## config.mk

```make
export PLATFORM = sky130hd
export DESIGN_NAME = mdu_flat
export DESIGN_NICKNAME = d
export VERILOG_FILES = /design/src/rtl/mdu_if.sv /design/src/rtl/mdu.sv /design/src/flat_wrapper.sv
export SDC_FILE = /design/constraint.sdc
export NUM_CORES = 1
export LEC_CHECK = 0
export ABC_AREA = 1
export BUFFER_PORTS_ARGS = -buffer_cell sky130_fd_sc_hd__buf_2
export CORE_ASPECT_RATIO = 0.75
export CORE_MARGIN = 2
export CORE_UTILIZATION = 35
export CTS_BUF_LIST = sky130_fd_sc_hd__clkbuf_16
export CTS_CLUSTER_DIAMETER = 50
export DETAILED_ROUTE_END_ITERATION = 16
export HOLD_SLACK_MARGIN = 0.15
export PLACE_DENSITY = 0.56
export SLEW_MARGIN = 5
export SYNTH_ARGS = -nofsm -noshare
export SYNTH_HDL_FRONTEND = slang
export SYNTH_SLANG_ARGS = --single-unit
```

## constraint.sdc

```tcl
create_clock -name clk -period 4.8 [get_ports clk]
set_input_delay 0.24 -clock clk [delete_from_list [all_inputs] [get_ports clk]]
set_output_delay 0.24 -clock clk [all_outputs]
set_load 0.02 [all_outputs]
```

## src/rtl/mdu_if.sv

```systemverilog
// mdu_if: request/response bundle between the pipeline and the multiply/divide unit.
// The pipeline drives the request side (master); the mdu drives the status and
// the HI/LO registers (slave).
interface mdu_if #(
  parameter int WIDTH = 32
);
  logic             start;
  logic [2:0]       op;
  logic [WIDTH-1:0] rs;
  logic [WIDTH-1:0] rt;
  logic             flush;
  logic             busy;
  logic             done;
  logic             dz;
  logic [WIDTH-1:0] hi;
  logic [WIDTH-1:0] lo;

  modport master (
    output start, op, rs, rt, flush,
    input  busy, done, dz, hi, lo
  );

  modport slave (
    input  start, op, rs, rt, flush,
    output busy, done, dz, hi, lo
  );
endinterface

```

## src/rtl/mdu.sv

```systemverilog
// mdu: iterative multiply/divide unit owning the HI/LO register pair.
// MULT/MULTU use radix-2 shift-add, DIV/DIVU use restoring division; both run
// on magnitudes for WIDTH clocks and fix the signs in a final FIX cycle.
// MTHI/MTLO write HI/LO directly from rs in a single cycle.
// Optional feature macro: MDU_DIV0_EN -- detect a zero divisor, skip the
// iterations and report it on dz (HI/LO untouched). Without it dz is tied low.
module mdu #(
  parameter int WIDTH = 32
) (
  input  logic  clk,
  input  logic  rst_n,
  mdu_if.slave  bus
);

  localparam int CNT_W = $clog2(WIDTH) + 1;

  typedef enum logic [1:0] {
    IDLE = 2'd0,
    CALC = 2'd1,
    FIX  = 2'd2
  } state_t;

  state_t               state_q;
  logic                 busy_q;
  logic                 done_q;
  logic [WIDTH-1:0]     hi_q;
  logic [WIDTH-1:0]     lo_q;
  // Multiply: {partial product, remaining multiplier}. Divide: {remainder, quotient/dividend}.
  logic [2*WIDTH-1:0]   acc_q;
  logic [2*WIDTH-1:0]   acc_d;
  // Multiplicand magnitude (multiply) or divisor magnitude (divide).
  logic [WIDTH-1:0]     b_q;
  logic                 is_div_q;
  logic                 neg_q;     // product / quotient must be negated
  logic                 neg_r_q;   // remainder must be negated (dividend was negative)
  logic [CNT_W-1:0]     cnt_q;
`ifdef MDU_DIV0_EN
  logic                 dz_q;
  logic                 div0_q;
`endif

  // Operand decode for a new request: signedness, sign bits and magnitudes.
  logic                 is_signed;
  logic                 rs_neg;
  logic                 rt_neg;
  logic [WIDTH-1:0]     rs_mag;
  logic [WIDTH-1:0]     rt_mag;
  logic                 rt_zero;

  // Convert the incoming operands to magnitudes and record their signs.
  always_comb begin
    // NOTE: every always_comb output gets a value on all paths, so no latch can be inferred.
    is_signed = ~bus.op[0];
    rs_neg    = is_signed & bus.rs[WIDTH-1];
    rt_neg    = is_signed & bus.rt[WIDTH-1];
    rs_mag    = rs_neg ? -bus.rs : bus.rs;
    rt_mag    = rt_neg ? -bus.rt : bus.rt;
    rt_zero   = (bus.rt == '0);
  end

  // One iteration step: shift-add for multiply, shift-compare-subtract for divide.
  logic [WIDTH:0] part;
  logic [WIDTH:0] diff;
  logic [WIDTH:0] sum;

  always_comb begin
    acc_d = acc_q;
    part  = '0;
    diff  = '0;
    sum   = '0;
    if (is_div_q) begin
      // Remainder shifted left with the next dividend bit brought in.
      part = acc_q[2*WIDTH-1:WIDTH-1];
      diff = part - {1'b0, b_q};
      if (!diff[WIDTH]) begin
        acc_d = {diff[WIDTH-1:0], acc_q[WIDTH-2:0], 1'b1};
      end else begin
        acc_d = {acc_q[2*WIDTH-2:0], 1'b0};
      end
    end else begin
      sum   = {1'b0, acc_q[2*WIDTH-1:WIDTH]} + (acc_q[0] ? {1'b0, b_q} : {(WIDTH+1){1'b0}});
      acc_d = {sum, acc_q[WIDTH-1:1]};
    end
  end

  // Sign correction applied in FIX.
  logic [2*WIDTH-1:0] prod_fix;
  logic [WIDTH-1:0]   quo_fix;
  logic [WIDTH-1:0]   rem_fix;

  always_comb begin
    prod_fix = neg_q   ? -acc_q : acc_q;
    quo_fix  = neg_q   ? -acc_q[WIDTH-1:0] : acc_q[WIDTH-1:0];
    rem_fix  = neg_r_q ? -acc_q[2*WIDTH-1:WIDTH] : acc_q[2*WIDTH-1:WIDTH];
  end

  // Control FSM plus datapath registers; every output is a register.
  always_ff @(posedge clk or negedge rst_n) begin
    if (!rst_n) begin
      state_q  <= IDLE;
      busy_q   <= 1'b0;
      done_q   <= 1'b0;
      hi_q     <= '0;
      lo_q     <= '0;
      acc_q    <= '0;
      b_q      <= '0;
      is_div_q <= 1'b0;
      neg_q    <= 1'b0;
      neg_r_q  <= 1'b0;
      cnt_q    <= '0;
`ifdef MDU_DIV0_EN
      dz_q     <= 1'b0;
      div0_q   <= 1'b0;
`endif
    end else begin
      // NOTE: state is updated with non-blocking assignments so every register sees pre-edge values.
      done_q <= 1'b0;
`ifdef MDU_DIV0_EN
      dz_q   <= 1'b0;
`endif
      case (state_q)
        IDLE: begin
          // A flush in the same cycle drops the request.
          if (bus.start && !bus.flush) begin
            if (!bus.op[2]) begin
              is_div_q <= bus.op[1];
              neg_q    <= rs_neg ^ rt_neg;
              neg_r_q  <= rs_neg;
              b_q      <= bus.op[1] ? rt_mag : rs_mag;
              acc_q    <= {{WIDTH{1'b0}}, (bus.op[1] ? rs_mag : rt_mag)};
              cnt_q    <= '0;
              busy_q   <= 1'b1;
`ifdef MDU_DIV0_EN
              div0_q   <= bus.op[1] && rt_zero;
              state_q  <= (bus.op[1] && rt_zero) ? FIX : CALC;
`else
              state_q  <= CALC;
`endif
            end else if (!bus.op[1]) begin
              if (bus.op[0]) begin
                lo_q <= bus.rs;
              end else begin
                hi_q <= bus.rs;
              end
            end
          end
        end

        CALC: begin
          if (bus.flush) begin
            state_q <= IDLE;
            busy_q  <= 1'b0;
          end else begin
            acc_q <= acc_d;
            cnt_q <= cnt_q + CNT_W'(1);
            if (cnt_q == CNT_W'(WIDTH - 1)) begin
              state_q <= FIX;
            end
          end
        end

        FIX: begin
          state_q <= IDLE;
          busy_q  <= 1'b0;
          if (!bus.flush) begin
            done_q <= 1'b1;
`ifdef MDU_DIV0_EN
            if (div0_q) begin
              dz_q <= 1'b1;
            end else
`endif
            if (is_div_q) begin
              hi_q <= rem_fix;
              lo_q <= quo_fix;
            end else begin
              {hi_q, lo_q} <= prod_fix;
            end
          end
        end

        default: begin
          state_q <= IDLE;
          busy_q  <= 1'b0;
        end
      endcase
    end
  end

  assign bus.busy = busy_q;
  assign bus.done = done_q;
  assign bus.hi   = hi_q;
  assign bus.lo   = lo_q;
`ifdef MDU_DIV0_EN
  assign bus.dz   = dz_q;
`else
  assign bus.dz   = 1'b0;
  // rt_zero only matters when zero-divisor detection is built in.
  logic unused_rt_zero;
  assign unused_rt_zero = rt_zero;
`endif

endmodule
```

## src/flat_wrapper.sv

```systemverilog
// flat-port wrapper written by rule: the top's interface ports become plain ports
module mdu_flat 
#(
  parameter int WIDTH = 32
)
  (clk, rst_n, bus_start, bus_op, bus_rs, bus_rt, bus_flush, bus_busy, bus_done, bus_dz, bus_hi, bus_lo);
  mdu_if #(.WIDTH(WIDTH)) bus_i ();
  input  logic clk;
  input  logic rst_n;
  input wire logic [$bits(bus_i.start)-1:0] bus_start;
  input wire logic [$bits(bus_i.op)-1:0] bus_op;
  input wire logic [$bits(bus_i.rs)-1:0] bus_rs;
  input wire logic [$bits(bus_i.rt)-1:0] bus_rt;
  input wire logic [$bits(bus_i.flush)-1:0] bus_flush;
  output wire logic [$bits(bus_i.busy)-1:0] bus_busy;
  output wire logic [$bits(bus_i.done)-1:0] bus_done;
  output wire logic [$bits(bus_i.dz)-1:0] bus_dz;
  output wire logic [$bits(bus_i.hi)-1:0] bus_hi;
  output wire logic [$bits(bus_i.lo)-1:0] bus_lo;
  assign bus_i.start = bus_start;
  assign bus_i.op = bus_op;
  assign bus_i.rs = bus_rs;
  assign bus_i.rt = bus_rt;
  assign bus_i.flush = bus_flush;
  assign bus_busy = bus_i.busy;
  assign bus_done = bus_i.done;
  assign bus_dz = bus_i.dz;
  assign bus_hi = bus_i.hi;
  assign bus_lo = bus_i.lo;
  mdu #(.WIDTH(WIDTH)) u_core (.clk(clk), .rst_n(rst_n), .bus(bus_i));
endmodule
```

[After elaboration in Yosys (flattened, before gate mapping)]
Index checks and enable logic that the tools add are counted.
W data, S select, Z words.
Storage, ports and cells
  output and inout port bits: 67
  word-level logic and storage cells: 91
  input bits: 71
  register bits after elaboration: 173
Cells by class
  reduce and logical (&&, ||, !) cells: 11
  eq/ne operators: 13
  bitwise logic cells: 5
  add/subtract/negate cells: 8
  muxes and demuxes: 43
Operators with widths (number)
  $mux W32: 19
  $mux W64: 6
  $neg A32 Y32: 4
  $pmux W32 S2: 2
  $pmux W64 S2: 1
  $neg A64 Y64: 1
  $add A32 B33 Y33: 1
  $sub A33 B32 Y33: 1
  $mux W6: 3
  $ne A2 B2 Y1 const B: 8
  $pmux W6 S2: 1
  $reduce_and A6 Y1: 2
  $reduce_and A3 Y1: 3
  $mux W2: 4
  $add A6 B1 Y6 const B: 1
  $eq A6 B5 Y1 const B: 1
  $mux W1: 5
  $pmux W2 S2: 1
  $reduce_and A4 Y1: 1
  $reduce_bool A2 Y1: 2
  $ne A3 B2 Y1 const B: 1
  $and A1 B1 Y1: 2
  $eq A2 B1 Y1 const B: 1
  $eq A2 B2 Y1 const B: 1
  other kinds (7): 8

[Logic depth before layout (Yosys ltp)]
Gate-level depths: netlist of run 1.
  depth in word-level cells: 7
  mapped depth: 22
  mapped depth without buffers: 20

[Worst setup path after synthesis of run 1]
Ideal clock, no wire load.
  path kind: register to register
  start point: reg u_core.acc_q[0]
  end point: reg u_core.acc_q[61]
  data required time: 4.684 ns
  period minus slack after synthesis: 2.526 ns
  path slack: 2.274 ns
  stages on the path, launching flop included: 22
  setup time: 0.116 ns
  path buffers: 2
  data arrival time: 2.409 ns
  cells stage by stage: dfrtp_1 buf_6 clkbuf_1 nand2_1 inv_1 ha_1 inv_1 fa_1 inv_1 nand3_1 nand3_1 nand2_1 nand2_1 nand2_1 nand2_1 nand2_1 nand3_1 nand3_1 nand2_1 inv_1 nand2_1 nand2_1
Between the ends
  word-level cells in the longest chain between the ends: 5
Ends and longest elaborated chain
  from (decl): line mdu.sv:29  | logic [2*WIDTH-1:0] acc_q;
  from (signal assigned): line mdu.sv:130  | acc_q <= {{WIDTH{1'b0}}, (bus.op[1] ? rs_mag : rt_mag)};
  $mux W32: line mdu.sv:81  | sum = {1'b0, acc_q[2*WIDTH-1:WIDTH]} + (acc_q[0] ? {1'b0, b_q} : {(WIDTH+1){1'b0}});
  $add A32 B33 Y33: line mdu.sv:81
  $mux W64: line mdu.sv:71  | if (is_div_q) begin
  $mux W64: line mdu.sv:150  | if (bus.flush) begin
  $pmux W64 S2: line mdu.sv:121  | case (state_q)
Every way passes these cells. The select of a mux whose other input is x is not followed.
A chain may end at the register's enable or synchronous reset.

[Worst setup path in the final report of run 1]
  start point: in bus_flush
  end point: reg u_core.acc_q[0]
Between the ends
  word-level cells in the longest chain between the ends: 4
  elaborated cells between the ends (all ways): 5
  those cells by class: 2 x eq/ne; 3 x reduce/logical
Ends and longest elaborated chain
  from (decl): line flat_wrapper.sv:14  | input wire logic [$bits(bus_i.flush)-1:0] bus_flush;
  $logic_not A1 Y1: line mdu.sv:124  | if (bus.start && !bus.flush) begin
  $logic_and A1 B1 Y1: line mdu.sv:124
  $ne A2 B1 Y1 (no line)
  $reduce_and A4 Y1 (no line) *
Mark *: on every way between the ends. The rest lies on a longest branch, timed or not.

==> results of run 1 <==
## where the power goes
part	total [mW]	switching, mW	internal (mW)
Clock	1.50	0.742	0.757
Sequential	3.15	1.06	2.09
Combinational	9.38	6.59	2.79
## worst min-delay path, delay by kind of cell
kind	cells	cell delay [ns]
AOI/OAI and AO/OA	1	0.14
buffers and inverters	1	0.12
xor gates and xnor gates	1	0.12
## registers in the layout, indices dropped and copies added, names as in the netlist
| signal | count |
|---|---|
| u_core.b_q | 32 |
| u_core.state_q | 2 |
| u_core.bus.lo | 32 |
| u_core.neg_r_q | 1 |
| u_core.bus.done | 1 |
| u_core.acc_q | 64 |
| u_core.bus.busy | 1 |
| u_core.is_div_q | 1 |
| u_core.bus.hi | 32 |
| u_core.cnt_q | 6 |
| u_core.neg_q | 1 |
## per-stage QoR
step / instance area [µm²] / util (%) / instances
after global placement: 19790 / 38.14 / 4032
after global routing: 20490 / 39.48 / 4072
after CTS: 20490 / 39.48 / 4072
after detailed placement: 19790 / 38.14 / 4032
final: 20490 / 39.48 / 4073
after floorplan: 18470 / - / 3268
## layout by cell type (no fill, tap or decap), drive strengths merged, types with 8 or more instances in the layout
cell type	n
a21oi	171
nand3b	8
nand2	1079
inv	489
o21ai	152
xor2	43
o211ai	21
nor3	38
dlygate4sd3	8
or2	9
clkbuf	18
dfrtp	173
xnor2	14
nor2	429
buf	162
nand4	41
and2	10
a31oi	27
ha	69
a22oi	15
nand3	346
o21bai	11
o221ai	8
## per-layer routing
metal / global-route usage, % / routed length [µm] / vias to the layer above
met2: 38.90 / 31090 / 1133
li1: - / - / 10550
met1: 49.48 / 41350 / 10144
met5: 0 / 0 / -
met3: 11.72 / 12940 / 64
met4: 4.881 / 1273 / 0
## path summary, 6_finish.rpt
check | slack, ns | cells after the start | end | startpoint
setup / recovery | 1.25 | 12 | u_core.acc_q[0] | bus_flush
hold / removal | 0.20 | 3 | u_core.b_q[17] | bus_rt[17]
setup reg to reg | 1.26 | 9 | u_core.acc_q[0] | u_core.state_q[0]
hold reg to reg | 0.49 | 2 | u_core.bus.lo[31] | u_core.bus.lo[31]
max in group asynchronous | 3.40 | 3 | u_core.neg_q | rst_n
min in group asynchronous | 0.45 | 2 | u_core.bus.hi[19] | rst_n
## layout make-up
cell class              instances  area [µm²]
clock buffers                  17       425.4
well taps                     703       879.6
inverters                     482        1810
diodes                          1       2.502
clock inverters                15       188.9
multi-input cells            2511       11870
flip-flops and latches        173        4332
fillers                      5944       31400
repair buffers                171       984.7
## logic make-up after synthesis
family / after synthesis
flip-flops: 173
AND/OR/NAND/NOR: 1963
XOR/XNOR: 57
other: 1
buffers and inverters: 584
AO/OA/AOI/OAI: 419
adder cells (fa/ha/maj): 71
==> out/qor.csv, run 1 <==
stage,metric,value,unit
clock_tree,cts_buffer_depth,2,
timing,maxSlewHeadroom,27.48,%
yosys,synth_area,18470,µm²
yosys,ys_ff_latch,173,
timing,final.period_utilization,73.94,%
timing,fin_crit,3.549,ns
yosys,synthTopCellsByArea,"dfrtp_1, nand2_1, inv_1",
placed_design,hpwlAfterDp,71510,µm
yosys,synth_top_area_share,23.44,%
yosys,synthesis.nets,3410,
routing,drc,0,
clock_tree,h-tree-depth,4,
timing,rsz0062_at_grt,no,
critical_path,cp.required,5.18,ns
run,cap_violations,0,
timing,slew_violations,0,
clock_tree,cts-resized-gates,0,
yosys,yosys_warnings,0,
clock_tree,cts_setup_buffers,0,
critical_path,critical_path_class,primary input to flop,
hold_path,hp-class,primary input to flop,
yosys,synth_cell_type_count,49,
critical_path,cp_slowest_cell,nor2_4,
die,core,51890,µm²
timing,fin_worst_skew,0.01867,ns
yosys,yosys.area_share.adder,4.890,%
die,io_pins,138,
critical_path,worst_setup_path_end_kind,flop,
pwr,power.density,684.8,nW/µm²
critical_path,path_max_fanout,37,
yosys,synth-edff-count,0,
routing,viasPerCell,5.375,
clock_tree,tritoncts,yes,
routing,finalWirelength,86650,µm
timing,setup_slack,1.251,ns
run_status,status,"finished, final reports clean",
yosys,synth_commonest_cells,"nand2_1, inv_1, nor2_1",
critical_path,crit_top_cell,nand2_1,
timing,final_hold_viol_count,0,
yosys,synth_ff_type,dfrtp_1,
yosys,synth-xor-area-share,2.703,%
critical_path,critPathBufInv,5,
yosys,synth.avg_cell_area,5.653,µm²
clock_tree,clk_pin_slew_worst_paths,0.08,ns
timing,tns,0,ns
die,die_y,203.0,µm
die,floorplan.rows,72,
timing,final-setup-viol-count,0,
yosys,synth_top_cell_by_area,dfrtp_1,
placed_design,portBuffers,136,
timing,whs,0.2022,ns
clock_tree,cts_hold_buf,8,
pwr,power.leakage,10.95,nW
yosys,synth.most_common_cell,nand2_1,
placed_design,place_congestion,1.017,
timing,tightest_slew,1.088,ns
layout,area_growth,10.91,%
clock_tree,cts_root_buffer,clkbuf_16,
clock_tree,cts.sinks,173,
global_routing,grt_pass1_vias,19363,
global_routing,grt_first_pass_wirelength,127600,µm
critical_path,cp_top_family,buffers and inverters,
global_routing,overflow,0,
yosys,ys_seq_area_share,23.44,%
critical_path,arrival,3.93,ns
critical_path,path_cells,"dlygate4sd3_1, buf_2, inv_2, nand2_1, o21ai_1, nand2_1, inv_2, nor2_4, buf_4, nand2_1, o221ai_1, o21bai_1",
yosys,synth_simple_gate_area_share,43.99,%
die,die_area,54650,µm²
die,initial_utilization,35.60,%
global_routing,track_usage,31.21,%
clock_tree,insertion_delay,0.46,ns
layout,nNetsFinal,3498,
yosys,synth_mux_area_share,0,%
placed_design,preCtsSetupSlack,1.391,ns
yosys,async_flop_share,100.0,%
pwr,power,14.03,mW
global_routing,grt_max_degree,99,
yosys,synth_top_family_by_area,simple AND/OR/NAND/NOR gates,
critical_path,start_kind,primary input,
yosys,synth_compound_area_share,12.59,%
routing,routedWlPerCell,21.27,µm
yosys,synth_cells,3268,
routing,first_iter_violations,2913,
routing,vias,21891,
layout,drive_above_1_share,7.153,%
routing,first_pass_iters,6,
clock_tree,cts_buffers,17,
routing,antenna_left,0,
global_routing,antenna_found_initial,1,
timing,max_clock_freq,281.8,MHz
die,die-width,269.3,µm
pwr,vdd_ir_drop_max,0.3449,mV
critical_path,cpPeakStageDelay,0.80,ns
No activity file was read; power rests on OpenSTA's default activity.
==> run 2: changes to the inputs <==
- ABC_AREA: 1 -> 0
- PLACE_DENSITY: 0.56 -> 0.57
- clock period: 4.8 -> 3.3 ns (I/O delays scaled with it)
==> run 2 against run 1 <==
  * The flow now finishes with violations (setup timing)
  * Critical path type is now flop to flop
  * Sequential power is 3% higher
  * Flip-flop and latch count stayed put
  * Clock skew is 0.0017 ns higher
  * Highest routed layer unchanged
  * Hold slack got worse by 0.034 ns
  * Setup slack got worse by 1.3 ns
  * Clock power rose by 40%
  * Design area is 7.8% lower
  * Critical path depth decreased by 2
==> out/qor.csv, run 2 <==
stage,metric,value,unit,change
run_status,status,"complete, but fails checks",,
run_status,violations,setup timing,,
routing,vias,16556,,-24%
timing,maxSlewHeadroom,19.48,%,-8.0 points
yosys,synthesis.nets,2111,,-38%
layout,final_util,44.65,%,+5.2 points
routing,antenna_left,0,,unchanged
routing,finalWirelength,64600,µm,-25%
timing,final.period_utilization,101.1,%,
clock_tree,cts_buffer_depth,2,,unchanged
global_routing,track_usage,28.09,%,-3.1 points
layout,fin_area,18880,µm²,-7.8%
clock_tree,cts_root_buffer,clkbuf_16,,
yosys,synth_top_area_share,28.66,%,+5.2 points
placed_design,hpwlAfterDp,50910,µm,-29%
clock_tree,insertion_delay,0.47,ns,about the same
critical_path,worst_setup_path_end_kind,flop,,
die,die_y,183.9,µm,-9.4%
critical_path,path_cells,"buf_6, or4_4, or4_4, or4_4, o41a_1, o32ai_4, a31oi_1, xor2_1, a21boi_1, o21ai_1",,
timing,tightest_slew,1.208,ns,+0.1199 ns
global_routing,grt_use_met2,38.40,%,-0.50 points
yosys,synth_commonest_cells,"o21ai_0, nand2_1, nor2_1",,
yosys,synth-edff-count,0,,unchanged
hold_path,hp-class,primary input to flop,,
placed_design,portBuffers,136,,unchanged
global_routing,grt_max_degree,86,,-13%
yosys,synth.avg_cell_area,7.672,µm²,+36%
pwr,power.leakage,8.477,nW,-23%
layout,top_register,u_core.acc_q,,
routing,routedWlPerCell,22.90,µm,+7.6%
die,initial_utilization,35.72,%,+0.12 points
layout,drive_above_1_share,21.01,%,+14 points
layout,fill_cells,4297,,-28%
global_routing,grt_first_pass_wirelength,94870,µm,-26%
critical_path,start_kind,flop,,
yosys,synth_ff_type,dfrtp_1,,
global_routing,top_usage_layer,met1,,
yosys,ys_ff_latch,173,,unchanged
timing,whs,0.1685,ns,-0.03368 ns
pwr,vdd_ir_drop_max,0.5480,mV,+59%
routing,viasPerCell,5.869,,+9.2%
critical_path,path_max_fanout,4,,-89%
critical_path,critical_path_class,flop to flop,,
pwr,power.density,792.5,nW/µm²,+16%
yosys,async_flop_share,100.0,%,unchanged
layout,nNetsFinal,2380,,-32%
timing,max_clock_freq,299.9,MHz,
routing,drc,0,,unchanged
critical_path,critPathBufInv,1,,-4
layout,final_cell_mix,"nand2_1, o21ai_0, nor2_1",,
yosys,synth_cells,1969,,-40%
die,die-width,243.9,µm,-9.4%
global_routing,use_met3,7.108,%,-4.6 points
critical_path,cp_slowest_cell,or4_4,,
layout,layout.cells.non_filler,2821,,-31%
timing,fin_worst_skew,0.02032,ns,+0.001655 ns
clock_tree,cts.sinks,173,,unchanged
timing,final-setup-viol-count,2,,+2
global_routing,overflow,0,,unchanged
yosys,synthTopCellsByArea,"dfrtp_1, o21ai_0, a21oi_1",,
die,die_area,44860,µm²,-18%
timing,final_hold_viol_count,0,,unchanged
yosys,synth.most_common_cell,o21ai_0,,
timing,fin_crit,3.335,ns,
global_routing,grt_pass1_vias,15009,,-22%
global_routing,antenna_found_initial,2,,+1
die,floorplan.rows,65,,-9.7%
yosys,synth_top_cell_by_area,dfrtp_1,,
layout,mostFrequentLayoutCell,nand2_1,,
placed_design,place_congestion,0.9624,,-5.4%
global_routing,grtUsageMet1,43.96,%,-5.5 points
critical_path,cpPeakStageDelay,0.53,ns,-0.27 ns
timing,setup_slack,-0.03471,ns,-1.286 ns
yosys,yosys_warnings,0,,unchanged
clock_tree,tritoncts,yes,,
timing,rsz0062_at_grt,yes,,
clock_tree,clk_pin_slew_worst_paths,0.08,ns,about the same
yosys,synth_cell_type_count,73,,+49%
die,core,42290,µm²,-18%
yosys,synth_area,15110,µm²,-18%
critical_path,arrival,3.67,ns,-0.26 ns
routing,first_iter_violations,1808,,-38%
layout,largest_register_ffs,64,,unchanged
yosys,ys_seq_area_share,28.66,%,+5.2 points
die,io_pins,138,,unchanged
clock_tree,h-tree-depth,4,,unchanged
layout,area_growth,24.98,%,
critical_path,cp.required,3.64,ns,-1.54 ns
run,cap_violations,0,,unchanged
routing,first_pass_iters,6,,unchanged
placed_design,dpl_cell_area,17570,µm²,-11%
clock_tree,cts_buffers,17,,unchanged
timing,slew_violations,0,,unchanged
critical_path,cp_top_family,simple AND/OR/NAND/NOR gates,,
critical_path,crit_top_cell,or4_4,,
placed_design,dp.cells,2749,,-32%
## run 2: cell types whose count changed after synthesis, moves of 35 or more
cell and delta:
o31ai_1 +37, inv_1 -411, or3_1 +35, xor2_1 +40, nand2_1 -860, mux2i_1 +57, clkbuf_1 +37, o21ai_0 +75
nand3_1 -313, xnor2_1 +71, nor2_1 -212
## run 2: path summary, 6_finish.rpt
| path | start | end | slack (ns) | cells after the start |
|---|---|---|---|---|
| hold / removal | bus_rt[3] | u_core.b_q[3] | 0.17 | 5 |
| hold reg to reg | u_core.bus.lo[15] | u_core.bus.lo[15] | 0.48 | 2 |
| setup reg to reg | u_core.acc_q[1] | u_core.bus.hi[29] | -0.03 | 10 |
| min in group asynchronous | rst_n | u_core.bus.hi[22] | 0.27 | 2 |
| setup / recovery | u_core.acc_q[1] | u_core.bus.hi[29] | -0.03 | 10 |
| max in group asynchronous | rst_n | u_core.acc_q[0] | 2.09 | 3 |
## run 2: stage by stage
stage	setup slack (ns)	setup TNS (ns)	power, mW
global placement	-0.1878	-0.5753	11.99
CTS	-0.02086	-0.02199	14.21
detailed placement	-0.1959	-0.8772	12.03
finish	-0.03471	-0.03894	14.96
global route	-0.1159	-0.7354	15.84
floorplan	0.04661	0	8.558
## run 2: metal layers
metal | up-vias | part of all wire [%]
li1 | 7644 | -
met1 | 7945 | 48
met2 | 910 | 39
met3 | 57 | 11
met4 | 0 | 1.3
met5 | - | 0
## run 2: area by class of cell
| class | count | area [µm²] | share of cell area [%] |
|---|---|---|---|
| Antenna cell | 1 | 2.502 | 0.01325 |
| Clock buffer | 17 | 425.4 | 2.253 |
| Clock inverter | 15 | 147.6 | 0.7820 |
| Inverter | 63 | 241.5 | 1.279 |
| Multi-Input combinational cell | 1616 | 10440 | 55.28 |
| Sequential cell | 173 | 4333 | 22.95 |
| Tap cell | 569 | 711.9 | 3.771 |
| Timing Repair Buffer | 367 | 2581 | 13.67 |
## run 2: cells by family after synthesis
| family | synth area share [%] |
|---|---|
| adders and majority gates | 5.980 |
| AOI/OAI and AO/OA | 26.76 |
| DFF | 28.66 |
| other | 0.02482 |
| muxes | 4.522 |
| xor gates and xnor gates | 9.740 |
| buffers and inverters | 4.539 |
| and+or+nand+nor | 19.78 |
## run 2: what timing repair did
item                                    4_1_cts  5_1_grt
hold endpoints to repair                     91        1
buffers inserted                              2       10
pin swaps                                     5       34
gates resized for setup                      13       81
hold buffers                                 24        1
cloned                                        1        1
endpoints found under the setup margin       22       54
## run 2: report_power, final
part / internal (mW) / total [mW] / switching [mW] / leakage, nW
combinational: 3.96 / 9.63 / 5.67 / 6.03
sequential: 2.66 / 3.24 / 0.573 / 2.17
clock: 1.01 / 2.10 / 1.09 / 0.278
total: 7.63 / 15.0 / 7.33 / 8.48
## run 2: worst register-to-register path, delay by kind of cell, from the launching register on
kind	cells	cell delay, ns
AOI/OAI and AO/OA	5	1.08
xor gates and xnor gates	1	0.16
buffers and inverters	1	0.11
DFF	1	0.39
and+or+nand+nor	3	1.48
==> run 3: changes to the inputs <==
- PLACE_DENSITY: 0.57 -> not set
==> run 3 against run 2 <==
  * The run still ends with setup timing left
  * Flip-flop and latch count did not move
  * Combinational power increased by 2%
  * Setup slack lost 0.0034 ns
  * Largest power group unchanged
  * Wire length is 0.20% higher
  * Critical endpoint is now u_core.bus.hi[15]
==> out/qor.csv, run 3 (same netlist as run 2, synthesis figures left out) <==
stage,metric,value,unit,change
run_status,status,"complete, but fails checks",,
run_status,violations,setup timing,,
timing,max_clock_freq,299.6,MHz,-0.10%
clock_tree,tritoncts,yes,,
clock_tree,cts_root_buffer,clkbuf_16,,
layout,final_cell_mix,"buf_4, nand2_1, o21ai_0",,
routing,first_iter_violations,2052,,+13%
critical_path,worst_setup_path_end_kind,flop,,
critical_path,path_cells,"buf_6, or4_4, or4_4, or4_4, o31a_1, buf_6, o41ai_2, buf_4, xnor2_1, nor2_1, o21ai_1",,
pwr,power.density,798.8,nW/µm²,+0.79%
die,io_pins,138,,unchanged
die,die-width,243.9,µm,unchanged
global_routing,grt_pass1_vias,15268,,+1.7%
critical_path,cp.required,3.65,ns,about the same
clock_tree,insertion_delay,0.47,ns,about the same
die,floorplan.rows,65,,unchanged
timing,final_hold_viol_count,0,,unchanged
die,initial_utilization,35.72,%,unchanged
layout,mostFrequentLayoutCell,buf_4,,
critical_path,cp_top_family,simple AND/OR/NAND/NOR gates,,
global_routing,grt_max_degree,86,,unchanged
critical_path,r2r-end,u_core.bus.hi[15],,
critical_path,ff2ff_setup_slack,-0.04,ns,about the same
placed_design,portBuffers,136,,unchanged
critical_path,critPathBufInv,3,,+2
global_routing,track_usage,28.39,%,+0.30 points
timing,fin_worst_skew,0.01098,ns,-0.009349 ns
clock_tree,cts_buffers,17,,unchanged
global_routing,grt_first_pass_wirelength,96250,µm,+1.5%
placed_design,place_congestion,0.9556,,-0.71%
timing,final.period_utilization,101.2,%,+0.10 points
critical_path,arrival,3.68,ns,about the same
critical_path,rr_worst_depth,11,,+1
routing,antenna_left,0,,unchanged
layout,drive_above_1_share,21.92,%,+0.91 points
routing,drc,0,,unchanged
critical_path,critical_path_class,flop to flop,,
die,die_area,44860,µm²,unchanged
critical_path,cp_slowest_cell,or4_4,,
critical_path,path_max_fanout,4,,unchanged
clock_tree,clk_pin_slew_worst_paths,0.08,ns,about the same
layout,area_growth,26.24,%,
routing,viasPerCell,5.824,,-0.76%
placed_design,hpwlAfterDp,51150,µm,+0.46%
clock_tree,cts.sinks,173,,unchanged
timing,final-setup-viol-count,4,,+2
hold_path,hp-class,primary input to flop,,
routing,finalWirelength,64730,µm,+0.20%
die,core,42290,µm²,unchanged
clock_tree,cts_buffer_depth,2,,unchanged
hold_path,holdPathEnd,u_core.bus.lo[15],,
pwr,vdd_ir_drop_max,0.4600,mV,-16%
timing,fin_crit,3.338,ns,+0.003385 ns
layout,top_register,u_core.acc_q,,
critical_path,crit_top_cell,or4_4,,
critical_path,cpPeakStageDelay,0.51,ns,-0.02 ns
layout,largest_register_ffs,64,,unchanged
routing,first_pass_iters,6,,unchanged
hold_path,hp-start,bus_rs[15],,
timing,rsz0062_at_grt,yes,,
timing,slew_violations,0,,unchanged
die,die_y,183.9,µm,unchanged
timing,maxSlewHeadroom,13.23,%,-6.3 points
critical_path,r2r-start,u_core.acc_q[0],,
routing,vias,16553,,-0.018%
global_routing,overflow,0,,unchanged
timing,tns,-0.06979,ns,-0.03084 ns
timing,setup_slack,-0.03810,ns,-0.003385 ns
layout,nNetsFinal,2401,,+0.88%
layout,final_util,45.09,%,+0.45 points
pwr,power.leakage,8.631,nW,+1.8%
timing,tightest_slew,1.299,ns,+0.09085 ns
run,cap_violations,0,,unchanged
critical_path,start_kind,flop,,
routing,routedWlPerCell,22.78,µm,-0.54%
hold_path,hold_depth,3,,-2
global_routing,antenna_found_initial,1,,-1
clock_tree,h-tree-depth,4,,unchanged
## run 3: cell types whose count changed in the layout (fill, tap and decap cells not counted), moves of 3 or more
| cell | previous run | this run |
|---|---|---|
| bufinv_16 | 0 | 3 |
| a211oi_2 | 2 | 5 |
| buf_4 | 194 | 218 |
| dlygate4sd3_1 | 25 | 22 |
| o21ai_2 | 6 | 3 |
| a21oi_1 | 174 | 171 |
## run 3: layer usage
layer | global-route usage (%) | wire, µm | part of all wire [%] | up-vias
met4 | 6.195 | 1004 | 1.6 | 2
met1 | 43.33 | 31260 | 48 | 8037
met5 | 0 | 7 | 0.011 | -
met2 | 38.63 | 25430 | 39 | 787
met3 | 8.232 | 7033 | 11 | 54
li1 | - | - | - | 7673
## run 3: how the worst max path moves through the flow
stage | slack (ns) | cells after the start | end | startpoint
floorplan | 0.05 | 12 | u_core.bus.hi[26] | u_core.acc_q[0]
global route | -0.15 | 10 | u_core.bus.hi[29] | u_core.acc_q[0]
detailed placement | -0.14 | 15 | u_core.acc_q[42] | u_core.acc_q[31]
global placement | -0.09 | 16 | u_core.acc_q[62] | u_core.acc_q[0]
finish | -0.04 | 11 | u_core.bus.hi[15] | u_core.acc_q[0]
CTS | -0.02 | 10 | u_core.bus.hi[29] | u_core.acc_q[0]
## run 3: per-stage QoR
step                      instances  power [mW]  instance area (µm²)  worst slack [ns]  hold WS (ns)
after floorplan                1969       8.558                15120           0.04661       -0.1306
after global placement         2776       12.26                17790          -0.09341        0.2880
after detailed placement       2776       12.28                17790           -0.1366        0.3106
after CTS                      2835       14.67                18750          -0.01740        0.1551
after global routing           2841       16.11                19070           -0.1511        0.1844
final                          2842       15.23                19070          -0.03810        0.1659
## run 3: repair_timing
item / CTS / global route
gates resized for setup: 14 / 68
hold endpoints to repair: 109 / 0
setup buffers: 5 / 6
setup endpoints to repair: 52 / 59
hold buffers: 22 / 0
pin swaps: 8 / 28
## run 3: area by class of cell
| class | instances | area (µm²) |
|---|---|---|
| fill | 4310 | 23220 |
| multi-input combinational | 1616 | 10440 |
| sequential | 173 | 4333 |
| timing repair buffer | 388 | 2723 |
| tap | 569 | 711.9 |
| clock buffer | 17 | 425.4 |
| inverter | 63 | 239.0 |
| clock inverter | 15 | 200.2 |
| antenna | 1 | 2.502 |
## run 3: power breakdown
group	leakage, nW	total, mW	switching (mW)	internal, mW
combinational	6.16	9.80	5.71	4.09
clock	0.301	2.28	1.06	1.22
sequential	2.17	3.16	0.489	2.67
total	8.63	15.2	7.26	7.98
## run 3: worst register-to-register path, cell delays in order (launching register included)
cell,delay [ns]
dfrtp_2,0.45
buf_6,0.13
or4_4,0.51
or4_4,0.43
or4_4,0.47
o31a_1,0.34
buf_6,0.14
o41ai_2,0.19
buf_4,0.16
xnor2_1,0.08
nor2_1,0.21
o21ai_1,0.10
